## src/rtl/shift_reg_pkg.sv

```systemverilog
// Shared types for the shift-register datapath (PISO/SIPO opcodes) and the
// frame sequencer state machine.
package shift_reg_pkg;

    // Opcode pins are {reset_n, load}; both RESET encodings clear the block.
    typedef enum logic [1:0] {
        OP_RESET_0 = 2'b00,
        OP_RESET_1 = 2'b01,
        OP_SHIFT   = 2'b10,
        OP_LOAD    = 2'b11
    } OPCODET;

    typedef enum logic [2:0] {
        ST_INIT,
        ST_IDLE,
        ST_LOAD,
        ST_SHIFT,
        ST_CAPTURE,
        ST_GAP
    } XFER_STATET;

endpackage

```

## src/rtl/shift_xfer_ctrl.sv

```systemverilog
// Frame sequencer for a PISO/SIPO pair: accepts a word, shifts N bits over the
// shared line, commits the received word and reports it with overrun detection.
module shift_xfer_ctrl
    import shift_reg_pkg::*;
#(
    parameter int N   = 16,
    parameter int GAP = 1
) (
    input  logic         i_clk,
    input  logic         i_reset,
    input  logic         i_tx_valid,
    output logic         o_tx_ready,
    input  logic [N-1:0] i_tx_data,
    output logic         o_rx_valid,
    input  logic         i_rx_ready,
    output logic         o_rx_overrun,
    output logic [N-1:0] o_piso_data,
    output logic         o_piso_reset_n,
    output logic         o_piso_load,
    output logic         o_sipo_reset_n,
    output logic         o_sipo_load,
    output logic         o_line_en,
    output logic         o_busy
);

    localparam int CNT_W = $clog2(N);
    localparam int GAP_W = $clog2(GAP + 1);
    // The counter also times the GAP state, so it must hold GAP-1 as well.
    localparam int CW    = (CNT_W > GAP_W) ? CNT_W : GAP_W;
    localparam logic [CW-1:0] SHIFT_LAST = CW'(N - 1);
    localparam logic [CW-1:0] GAP_LAST   = CW'((GAP > 0) ? GAP - 1 : 0);

    XFER_STATET          r_state;
    XFER_STATET          w_next_state;
    logic       [CW-1:0] r_cnt;
    logic                r_rx_valid;
    logic                r_rx_overrun;
    logic       [N-1:0]  r_piso_data;
    OPCODET              w_piso_op;
    OPCODET              w_sipo_op;
    logic                w_tx_ready;
    logic                w_line_en;
    logic                w_busy;

    // NOTE: sequential state uses non-blocking assignments so every register
    // samples pre-edge values, independent of process ordering.
    always_ff @(posedge i_clk) begin
        if (i_reset) r_state <= ST_INIT;
        else         r_state <= w_next_state;
    end

    always_comb begin
        // NOTE: default assignment first so no path leaves the signal unassigned
        // and no latch is inferred.
        w_next_state = r_state;
        case (r_state)
            ST_INIT:    w_next_state = ST_IDLE;
            ST_IDLE:    if (i_tx_valid) w_next_state = ST_LOAD;
            ST_LOAD:    w_next_state = ST_SHIFT;
            ST_SHIFT:   if (r_cnt == '0) w_next_state = ST_CAPTURE;
            ST_CAPTURE: w_next_state = (GAP > 0) ? ST_GAP : ST_IDLE;
            ST_GAP:     if (r_cnt == '0) w_next_state = ST_IDLE;
            default:    w_next_state = ST_INIT;
        endcase
    end

    always_comb begin
        w_piso_op  = OP_SHIFT;
        w_sipo_op  = OP_SHIFT;
        w_tx_ready = 1'b0;
        w_line_en  = 1'b0;
        w_busy     = 1'b1;
        case (r_state)
            ST_INIT: begin
                w_piso_op = OP_RESET_0;
                w_sipo_op = OP_RESET_0;
            end
            ST_IDLE: begin
                w_tx_ready = 1'b1;
                w_busy     = 1'b0;
            end
            ST_LOAD:    w_piso_op = OP_LOAD;
            ST_SHIFT:   w_line_en = 1'b1;
            ST_CAPTURE: w_sipo_op = OP_LOAD;
            default: ;
        endcase
    end

    always_ff @(posedge i_clk) begin
        if (i_reset) begin
            r_cnt <= '0;
        end else begin
            case (r_state)
                ST_LOAD:    r_cnt <= SHIFT_LAST;
                ST_CAPTURE: r_cnt <= GAP_LAST;
                ST_SHIFT, ST_GAP: if (r_cnt != '0) r_cnt <= r_cnt - 1'b1;
                default: ;
            endcase
        end
    end

    // A capture edge wins over a same-edge read: the new frame stays pending.
    always_ff @(posedge i_clk) begin
        if (i_reset) begin
            r_rx_valid   <= 1'b0;
            r_rx_overrun <= 1'b0;
            r_piso_data  <= '0;
        end else begin
            if (r_state == ST_IDLE && i_tx_valid) r_piso_data <= i_tx_data;
            if (r_state == ST_CAPTURE) begin
                r_rx_valid <= 1'b1;
                if (r_rx_valid && !i_rx_ready) r_rx_overrun <= 1'b1;
            end else if (i_rx_ready) begin
                r_rx_valid <= 1'b0;
            end
        end
    end

    assign o_tx_ready                     = w_tx_ready;
    assign o_line_en                      = w_line_en;
    assign o_busy                         = w_busy;
    assign {o_piso_reset_n, o_piso_load}  = w_piso_op;
    assign {o_sipo_reset_n, o_sipo_load}  = w_sipo_op;
    assign o_rx_valid                     = r_rx_valid;
    assign o_rx_overrun                   = r_rx_overrun;
    assign o_piso_data                    = r_piso_data;

endmodule

```

## config.mk

```make
export PLATFORM = sky130hd
export DESIGN_NAME = shift_xfer_ctrl
export DESIGN_NICKNAME = d
export VERILOG_FILES = /design/src/rtl/shift_reg_pkg.sv /design/src/rtl/shift_xfer_ctrl.sv
export SDC_FILE = /design/constraint.sdc
export NUM_CORES = 1
export LEC_CHECK = 0
export CAP_MARGIN = 5
export CORE_ASPECT_RATIO = 0.9
export CORE_MARGIN = 2
export CORE_UTILIZATION = 39
export DETAILED_ROUTE_END_ITERATION = 8
export GPL_TIMING_DRIVEN = 0
export PLACE_DENSITY_LB_ADDON = 0.3
export SKIP_CTS_REPAIR_TIMING = 1
export SYNTH_ARGS = -nofsm -noshare
export SYNTH_HDL_FRONTEND = slang
export SYNTH_SLANG_ARGS = --single-unit
```

## constraint.sdc

```tcl
create_clock -name i_clk -period 1.3 [get_ports i_clk]
set_input_delay 0.26 -clock i_clk [delete_from_list [all_inputs] [get_ports i_clk]]
set_output_delay 0.26 -clock i_clk [all_outputs]
set_load 0.02 [all_outputs]
```

* Word-level counts from Yosys, hierarchy flattened *
Index checks and enable logic that the tools add are counted.

word-level totals
  bits in registers = 25
  input bits = 20
  output and inout bits = 25
  logic and storage cells = 40

operators by class
  add/sub/neg operators = 1
  equal/unequal tests = 9
  mux-type cells = 13
  reductions and logical operators = 12

operator list
  operator                                                               count
  3-bit one-hot mux with 6 select lines                                  1
  4-bit one-hot mux with 3 select lines                                  1
  3-bit 2-to-1 mux                                                       3
  2-bit != test, second input constant                                   4
  2-bit one-hot mux with 2 select lines                                  2
  3-bit by 2-bit equality test with 1-bit output, second input constant  2
  3-bit equality test, second input constant                             2
  1-bit 2-to-1 mux                                                       5
  4-bit zero test                                                        1
  4-bit 2-to-1 mux                                                       1
  2-bit AND reduction                                                    2
  4-bit nonzero test                                                     1
  4-bit by 1-bit subtractor with 4-bit output, second input constant     1
  3-bit by 1-bit equality test with 1-bit output, second input constant  1
  3-bit zero test                                                        1
  3-bit AND reduction                                                    1
  3-bit nonzero test                                                     1
  1-bit logical AND                                                      2
  2-bit nonzero test                                                     1
  2-bit OR reduction                                                     1
  1-bit zero test                                                        1

* Longest topological paths before layout *
Gate-level depths: netlist (run 1).

  depth after elaboration = 4
  depth in mapped cells = 6
  gate-level depth less buffers = 6

* Worst setup path after synthesis (run 1) *
No wires, ideal clock.

  kind = reg-to-output
  start point = reg r_state[1]
  end point = out o_piso_load
  arrival = 1.165 ns
  required time = 1.040 ns
  setup slack = -0.125 ns
  stages on the path, launching flop included = 3
  buffers on the path = 1
  path through = dfxtp_1 -> buf_6 -> nor3b_1

between the ends
  longest elaborated chain between the ends = 2
  elaborated cells between the ends (all ways) = 3
  classes of those cells = eq/ne (1); mux (1); reduce/logical (1)

RTL lines
  item                                                                               RTL line               source
  start: declaration                                                                 shift_xfer_ctrl.sv:33  XFER_STATET r_state;
  start signal: assignment                                                           shift_xfer_ctrl.sv:49  else r_state <= w_next_state;
  3-bit by 2-bit equality test with 1-bit output or 3-bit zero test (tied branches)  shift_xfer_ctrl.sv:73  case (r_state)
  2-bit one-hot mux with 2 select lines (*)                                          shift_xfer_ctrl.sv:73
  end: declaration                                                                   shift_xfer_ctrl.sv:19  output logic o_piso_load,

Every way passes the cells marked *; elsewhere a longest branch is shown, timed or not.

* Final worst setup path (run 1) *
  start point = reg r_state[2]
  end point = out o_sipo_load

between the ends
  longest elaborated chain between the ends = 2
  elaborated cells between the ends (all ways) = 3
  classes of those cells = eq/ne (1); mux (1); reduce/logical (1)

RTL lines
  item                                                    RTL line               source
  3-bit equality test or 3-bit zero test (tied branches)  shift_xfer_ctrl.sv:73
  2-bit one-hot mux with 2 select lines (*)               shift_xfer_ctrl.sv:73
  end: declaration                                        shift_xfer_ctrl.sv:21  output logic o_sipo_load,

Marked as above.

==> qor.yml, run 1 <==
fmax_ghz: 0.645
setup_ws_ns: -0.249
synth_largest_area_cell: "dfxtp_1"
initial_core_util_pct: 41.9
die_w_um: 61.9
critPathMaxFanout: 6
rsz0062_at_grt: "true"
instances_no_fill: 254
comb_power_share_pct: 37.6
grt_use_total_pct: 18.9
final.setup_skew_ns: 0.000757
yosysMostFrequentCell: "nand2_1"
synth.distinct_cells: 34
drt-total-wl_um: 4170
grt_pass1_vias: 1073
hold_viol_final: 0
end_kind: "output pin"
hp-class: "in2reg"
path_clk_slew_ns: 0.13
post-route-drc-count: 0
switching_share_pct: 33.0
syn_avg_cell_area_um2: 8.30
dp_hpwl_um: 2280
cts_tree: "done"
ys_ff_latch: 25
vias_per_cell: 5.33
core-area_um2: 2820
p_clk_share_pct: 18.5
die_height_um: 56.2
areaGrowthSynthToFinish_pct: 85.9
antenna_found_initial: 0
ys.flop_type: "dfxtp_1"
grt_pass1_wl_um: 4990
drtPass1Iterations: 4
finalCritPeriodShare_pct: 119
reg2reg_depth: 6
violations: "setup timing"
clockBufferDepth: 2
numClockSinks: 25
portBuffers: 44
yosys-top-cells-area: "dfxtp_1 (42%), nand2_1 (11%), a21oi_1 (8.5%)"
max_slew_margin_pct: 61.9
drtAntennaViolNets: 0
design_area_um2: 2190
tightest_slew_ns: 0.572
cp-start-kind: "flop"
slew_viol_final: 0
clk_latency_ns: 0.33
hold_path_end: "o_piso_data[15]"
whs_path_depth: 3
seq_power_share_pct: 43.9
dp.cells: 226
dieArea_um2: 3480
grt-ovfl-total: 0
cts_made_buffers: 3
postSynthCellCount: 142
max-cap-violations: 0
power_switching_mw: 0.639
antenna_cells: 0
min_from: "i_tx_data[15]"
drive_above_1_share_pct: 41.1
worstPathArrival_ns: 1.29
synthArstFlopShare_pct: 0
synth_edf_count: 0
vias: 1353
required_ns: 1.04
reg2reg_from: "r_cnt[0]"
fin_crit_ns: 1.55
nets: 237
routabilityCongestion: 0.731
synth_warnings: 0
dpl_cell_area_um2: 1690
p_leak_nw: 1.16
drt-initial-drc-count: 71
synth_top_cell_area_share_pct: 42.5
ctsHtreeMaxLevel: 1
r2r_end: "r_cnt[0]"
p_int_mw: 1.30
setup_tns_ns: -3.35
power.density_nw_per_um2: 885
setup_viol: 26
cts-root-buf: "clkbuf_4"
ys_top_cells_by_count: "nand2_1 (36), dfxtp_1 (25), a21oi_1 (20)"
std_cell_rows: 18
ioPinCount: 45
critical_path_class: "reg2out"
wire_per_inst_um: 16.4
synthesis.nets: 164
irDropWorstVdd_mv: 0.773
ys_seq_area_share_pct: 42.5
r2r_setup_slack_ns: -0.21
status: "complete, but fails checks"
grt_max_degree: 14
syn_area_um2: 1180
routing by layer:
metal	global-route usage [%]	vias up	share of wire, %
li1	-	627	-
met1	21.8	663	40
met2	31.7	56	53
met3	6.51	7	6.0
met4	6.08	0	1.3
met5	0	-	0
cell type report:
type / count / area, um2
clock buffer: 4 / 26.3
tap: 40 / 50.0
inverter: 8 / 40.0
fill: 177 / 624
multi-input combinational: 101 / 762
sequential: 25 / 514
timing repair buffer: 68 / 703
buffer: 8 / 95.1
flip-flops by register name, summed over array words and instances, names as in the netlist:
register,count
r_cnt,4
r_state,3
o_rx_valid,1
o_piso_data,16
o_rx_overrun,1
cells in the final DEF (no fill, tap or decap), types with 3 or more instances in the layout:
cell type / count
nand2_2: 8
nand2_1: 26
inv_2: 4
dfxtp_1: 20
buf_6: 11
dlymetal6s2s_1: 18
clkdlybuf4s50_1: 19
buf_8: 5
buf_4: 20
a21oi_2: 9
dfxtp_4: 3
nor3_1: 3
a21oi_1: 12
a22oi_1: 3
clkbuf_4: 3
nor2_1: 7
worst max-delay path: stages, from the launching register on:
cell and delay, ns:
dfxtp_4 0.38, buf_8 0.11, nor2b_4 0.20, nand2_2 0.10, inv_2 0.06, buf_6 0.10
logic make-up (layout without fill, tap and decap cells):
| family | count (synthesis) | count (layout) | share of synthesized area [%] |
|---|---|---|---|
| buf+inv | 16 | 88 | 7.96 |
| compound gates | 38 | 38 | 21.1 |
| flops | 25 | 25 | 42.5 |
| xor+xnor | 1 | 1 | 2.34 |
| fa+ha+maj | 2 | 2 | 2.12 |
| simple gates | 60 | 60 | 24.0 |
worst max path at each step:
stage	slack (ns)	endpoint	startpoint	cells after the start
4_1_cts	-0.98	o_sipo_load	r_state[2]	5
6_report	-0.25	o_sipo_load	r_state[2]	5
5_1_grt	-0.31	o_sipo_load	r_state[2]	5
3_5_place_dp	-0.61	o_sipo_load	r_state[2]	5
3_3_place_gp	-0.60	o_sipo_load	r_state[2]	5
2_1_floorplan	0.0004	r_cnt[3]	r_cnt[0]	5
metrics by stage:
| step | power (mW) | hold slack, ns | util, % | worst slack [ns] |
|---|---|---|---|---|
| global placement | 1.34 | 0.442 | 60.0 | -0.595 |
| finish | 1.94 | 0.458 | 77.8 | -0.249 |
| CTS | 1.70 | 0.466 | 60.9 | -0.979 |
| global route | 2.03 | 0.448 | 77.8 | -0.312 |
| detailed placement | 1.36 | 0.448 | 60.0 | -0.606 |
| floorplan | 1.15 | 0.336 | - | 0.000411 |
power by group through the flow:
stage,Clock (mW),Combinational [mW],Sequential (mW)
finish,0.358,0.730,0.851
global route,0.403,0.767,0.858
CTS,0.355,0.497,0.850
detailed placement,0,0.495,0.867
global placement,0,0.474,0.864
floorplan,0,0.261,0.892
(Power assumes the default switching activity.)
==> inputs of run 2 (changes only) <==
Settings changed: CELL_PAD_IN_SITES_DETAIL_PLACEMENT set to 0, CELL_PAD_IN_SITES_GLOBAL_PLACEMENT set to 1, CORE_UTILIZATION 39 to 28, PLACE_DENSITY_LB_ADDON 0.3 to 0.1, SETUP_SLACK_MARGIN set to 0.4.
==> run 2 against run 1 <==
Compared with the run above:
- the flow still finishes with violations (setup timing)
- largest cell class unchanged
- total power rose by 4.6%
- die area rose by 36%
- utilization fell by 23 points
- critical path depth did not move
- worst hold slack improved by 0.0071 ns
- sequential power rose by 2%
- clock power rose by 29%
- via count fell by 6.3%
- register-to-register slack improved by 0.10 ns
- clock skew rose by 0.0074 ns
- highest routed layer unchanged
- sequential share of layout area rose by 0.48 points
==> qor.yml, run 2 (same netlist as run 1, synthesis figures left out) <==
path_cells: "buf_12 > nor2b_4 > nand2_2 > inv_2 > buf_6"
grt_pass1_vias: 1145
fillers: 391
core-area_um2: 4070
antenna_found_initial: 0
violations: "setup timing"
post-route-drc-count: 0
critPathMaxFanout: 8
finalCritPeriodShare_pct: 111
grt_use_total_pct: 13.7
areaGrowthSynthToFinish_pct: 90.1
hp-class: "reg2reg"
die_height_um: 65.6
drt-total-wl_um: 3640
status: "complete, but fails checks"
initial_core_util_pct: 28.9
ctsHtreeMaxLevel: 1
grt_pass1_wl_um: 5090
clockBufferDepth: 2
drtPass1Iterations: 4
critical_path_class: "reg2out"
slowest_delay_ns: 0.39
vias_per_cell: 4.88
antenna_cells: 0
tightest_slew_ns: 0.480
design_area_um2: 2240
cts_made_buffers: 3
cts_tree: "done"
dp_hpwl_um: 2210
irDropWorstVdd_mv: 0.621
setup_viol: 26
nets: 235
vias: 1268
clk_latency_ns: 0.27
cp_num_buf_inv: 3
setup_ws_ns: -0.144
reg2reg_depth: 7
cp-start-kind: "flop"
fin_util_pct: 55.0
power.density_nw_per_um2: 905
ioPinCount: 45
r2r_end: "r_cnt[2]"
cts-root-buf: "clkbuf_8"
max-cap-violations: 0
die_w_um: 72.4
layout_commonest_cell: "buf_6"
reg2reg_from: "r_state[2]"
p_leak_nw: 0.909
min_from: "o_piso_data[0]"
portBuffers: 44
routabilityCongestion: 0.802
std_cell_rows: 22
path_depth: 5
drtAntennaViolNets: 0
layout_common_cells: "buf_6 (28), nand2_2 (21), dfxtp_2 (20)"
whs_path_depth: 2
final.setup_skew_ns: 0.00818
path_clk_slew_ns: 0.09
max_slew_margin_pct: 68.0
fin_crit_ns: 1.44
required_ns: 1.04
grt-ovfl-total: 0
grt_max_degree: 15
drt-initial-drc-count: 55
end_kind: "output pin"
drive_above_1_share_pct: 63.7
dieArea_um2: 4750
dpl_cell_area_um2: 1730
worstPathArrival_ns: 1.18
cpMaxStageDelayCell: "dfxtp_4"
rsz0062_at_grt: "true"
hold_viol_final: 0
critPathTopFamily: "flip-flops"
crit_start: "r_state[2]"
wire_per_inst_um: 14.0
numClockSinks: 25
hold_path_end: "o_piso_data[0]"
fmax_ghz: 0.692
largest_register_ffs: 16
slew_viol_final: 0
r2r_setup_slack_ns: -0.11
-- run 2: worst max path at each step --
stage,endpoint
3_3_place_gp,o_sipo_load
4_1_cts,o_sipo_load
3_5_place_dp,o_sipo_load
5_1_grt,o_sipo_load
2_1_floorplan,r_cnt[3]
6_report,o_sipo_load
-- run 2: final cells by class --
class                   count  area (um2)  share of cell area (%)
well taps                  48        60.1                    2.68
repair buffers             66         696                    31.0
multi-input cells         101         761                    33.9
clock inverters             1        5.00                   0.223
clock buffers               3        41.3                    1.84
inverters                   8        35.0                    1.56
flip-flops and latches     25         537                    24.0
plain buffers               8         106                    4.75
-- run 2: through the flow --
step           total power [mW]  hold slack, ns  TNS, ns  setup WS, ns  cells
3_3_place_gp               1.37           0.441    -7.64        -0.443    234
4_1_cts                    1.85           0.459    -9.55        -0.747    238
6_report                   2.03           0.465    -1.37        -0.144    260
5_1_grt                    2.13           0.483    -3.02        -0.200    260
3_5_place_dp               1.38           0.446    -7.57        -0.446    234
2_1_floorplan              1.17           0.332        0        0.0579    142
-- run 2: worst min-delay path: stages (launching register included) --
cell and delay, ns:
dfxtp_2 0.34, nand2_2 0.04, a21oi_1 0.05
-- run 2: power breakdown --
group          switching (mW)  internal (mW)
Sequential             0.0492          0.815
Combinational           0.328          0.374
Clock                   0.248          0.214
Total                   0.625           1.40
-- run 2: per-layer routing --
layer / GRT usage, % / up-vias / part of all wire, %
met1: 16.4 / 601 / 44
li1: - / 631 / -
met5: 0 / - / 0
met4: 3.94 / 0 / 0.63
met3: 3.53 / 2 / 4.5
met2: 24.0 / 34 / 51
==> inputs of run 3 (changes only) <==
Settings changed: ABC_AREA set to 1, CORE_MARGIN 2 to unset, CORE_UTILIZATION 28 to 26.
==> run 3 against run 2 <==
Compared with the run above:
- the flow still finishes with violations (setup timing)
- first-iteration DRC count down 73%
- sequential cell count unchanged
- worst hold slack better by 0.041 ns
- sequential share of layout area up 0.58 points
- final area down 1.9%
- largest power group is now combinational logic
- highest routed layer unchanged
==> qor.yml, run 3 <==
status: "complete, but fails checks"
violations: "setup timing"
setup_tns_ns: -0.209
routabilityCongestion: 0.760
clk_latency_ns: 0.27
synth_largest_area_cell: "dfxtp_1"
final.setup_skew_ns: 0.00358
grt-ovfl-total: 0
post-route-drc-count: 0
irDropWorstVdd_mv: 0.927
synth_edf_count: 0
yosysMostFrequentCell: "nor2_1"
rsz0062_at_grt: "true"
r2r_setup_slack_ns: 0
initial_core_util_pct: 27.9
power.density_nw_per_um2: 2210
numClockSinks: 25
drt-total-wl_um: 3150
dp_slack_ns: -0.424
cp-start-kind: "flop"
layout_commonest_cell: "nor2_1"
synth_top_cell_area_share_pct: 42.8
r2r_end: "o_piso_data[0]"
synth_warnings: 0
critPathMaxFanout: 4
drtAntennaViolNets: 0
synth.distinct_cells: 22
hold_path_end: "o_rx_overrun"
fin_crit_ns: 1.38
max_slew_margin_pct: 82.5
core-area_um2: 4180
syn_avg_cell_area_um2: 7.04
largest_register_ffs: 16
grt_use_total_pct: 13.8
min_from: "o_rx_overrun"
dpl_cell_area_um2: 1720
ys_seq_area_share_pct: 42.8
reg2reg_depth: 8
dp_hpwl_um: 2160
yosys-top-cells-area: "dfxtp_1 (43%), nor2_1 (13%), nand2_1 (9.0%)"
hold_ws_ns: 0.506
reg2reg_from: "r_state[0]"
slowest_delay_ns: 0.40
cts_tree: "done"
fin_util_pct: 52.5
die_height_um: 65.6
ctsHtreeMaxLevel: 1
worstPathArrival_ns: 1.12
cpMaxStageDelayCell: "dfxtp_4"
tightest_slew_ns: 0.260
ys_ff_latch: 25
hold_viol_final: 0
synthesis.nets: 188
grt_max_degree: 15
path_cells: "inv_4 > nor2_4 > nand2_4 > buf_4"
ys.flop_type: "dfxtp_1"
grt_pass1_vias: 1188
ioPinCount: 45
end_kind: "output pin"
max-cap-violations: 0
hp-class: "reg2reg"
setup_viol: 7
finalCritPeriodShare_pct: 106
critical_path_class: "reg2out"
design_area_um2: 2200
cts-root-buf: "clkbuf_8"
portBuffers: 44
drtPass1Iterations: 4
path_clk_slew_ns: 0.09
drive_above_1_share_pct: 54.3
antenna_cells: 0
grt_pass1_wl_um: 5170
clockBufferDepth: 2
std_cell_rows: 22
postSynthCellCount: 166
setup_ws_ns: -0.0759
synthArstFlopShare_pct: 0
areaGrowthSynthToFinish_pct: 88.1
fmax_ghz: 0.727
vias: 1231
die_w_um: 72.7
cts_made_buffers: 3
vias_per_cell: 4.24
layout_common_cells: "nor2_1 (30), buf_6 (24), nor2_4 (21)"
required_ns: 1.04
slew_viol_final: 0
whs_path_depth: 2
drt-initial-drc-count: 15
ys_top_cells_by_count: "nor2_1 (42), nand2_1 (28), dfxtp_1 (25)"
dieArea_um2: 4770
wire_per_inst_um: 10.8
syn_area_um2: 1170
nets: 253
antenna_found_initial: 0
p_leak_nw: 0.985
==> run 3: cell types whose count changed in the layout (fill, tap and decap cells not counted), moves of 9 or more <==
cell     before  now
nor2_4        1   21
nor2_1        6   30
nand2_2      21    8
o21ai_1       1   12
a21oi_2      10    1
a21oi_1      11    1
==> run 3: cell families (layout without fill, tap and decap cells) <==
logic type	Yosys count	in the layout	synth area share [%]
AND/OR/NAND/NOR	92	92	35.8
flip-flops	25	25	42.8
buffers and inverters	24	88	9.31
AO/OA/AOI/OAI	23	23	9.96
adder cells (fa/ha/maj)	2	2	2.14
==> run 3: per-layer routing <==
metal / vias up / share of wire, % / GRT usage (%)
met1: 558 / 41 / 15.9
met5: - / 0 / 0
met3: 2 / 6.8 / 6.29
li1: 645 / - / -
met4: 0 / 0.73 / 2.94
met2: 26 / 51 / 23.4
==> run 3: cell type report <==
| cell class | instances | area [um2] |
|---|---|---|
| inverters | 20 | 90.1 |
| flip-flops and latches | 25 | 539 |
| plain buffers | 4 | 43.8 |
| fillers | 421 | 1990 |
| clock buffers | 3 | 41.3 |
| clock inverters | 1 | 5.00 |
| multi-input cells | 117 | 779 |
| repair buffers | 60 | 624 |
| well taps | 60 | 75.1 |
==> run 3: power by group <==
| group | leakage [nW] | switching [mW] | internal [mW] |
|---|---|---|---|
| registers | 0.216 | 0.257 | 1.06 |
| clock network | 0.0255 | 0.249 | 0.214 |
| logic | 0.744 | 1.63 | 1.45 |
| total | 0.985 | 2.14 | 2.73 |
==> run 3: how the worst max path moves through the flow <==
| stage | end | slack, ns | depth (start not counted) | from |
|---|---|---|---|---|
| floorplan | o_piso_data[5] | 0.13 | 8 | r_state[0] |
| global placement | o_sipo_load | -0.39 | 4 | r_state[1] |
| detailed placement | o_sipo_load | -0.42 | 4 | r_state[1] |
| global route | o_tx_ready | -0.12 | 5 | r_state[0] |
| finish | o_busy | -0.08 | 4 | r_state[0] |
| CTS | o_sipo_load | -0.74 | 4 | r_state[1] |
==> run 3: through the flow <==
stage               power [mW]  cells
global placement          3.44    270
global route              5.26    290
floorplan                 2.64    166
CTS                       3.97    274
finish                    4.87    290
detailed placement        3.46    270
==> run 3: critical path: cells and delay by family (launching register included) <==
family	cells	cell delay [ns]
buffers and inverters	2	0.22
flip-flops	1	0.40
AND/OR/NAND/NOR	2	0.23
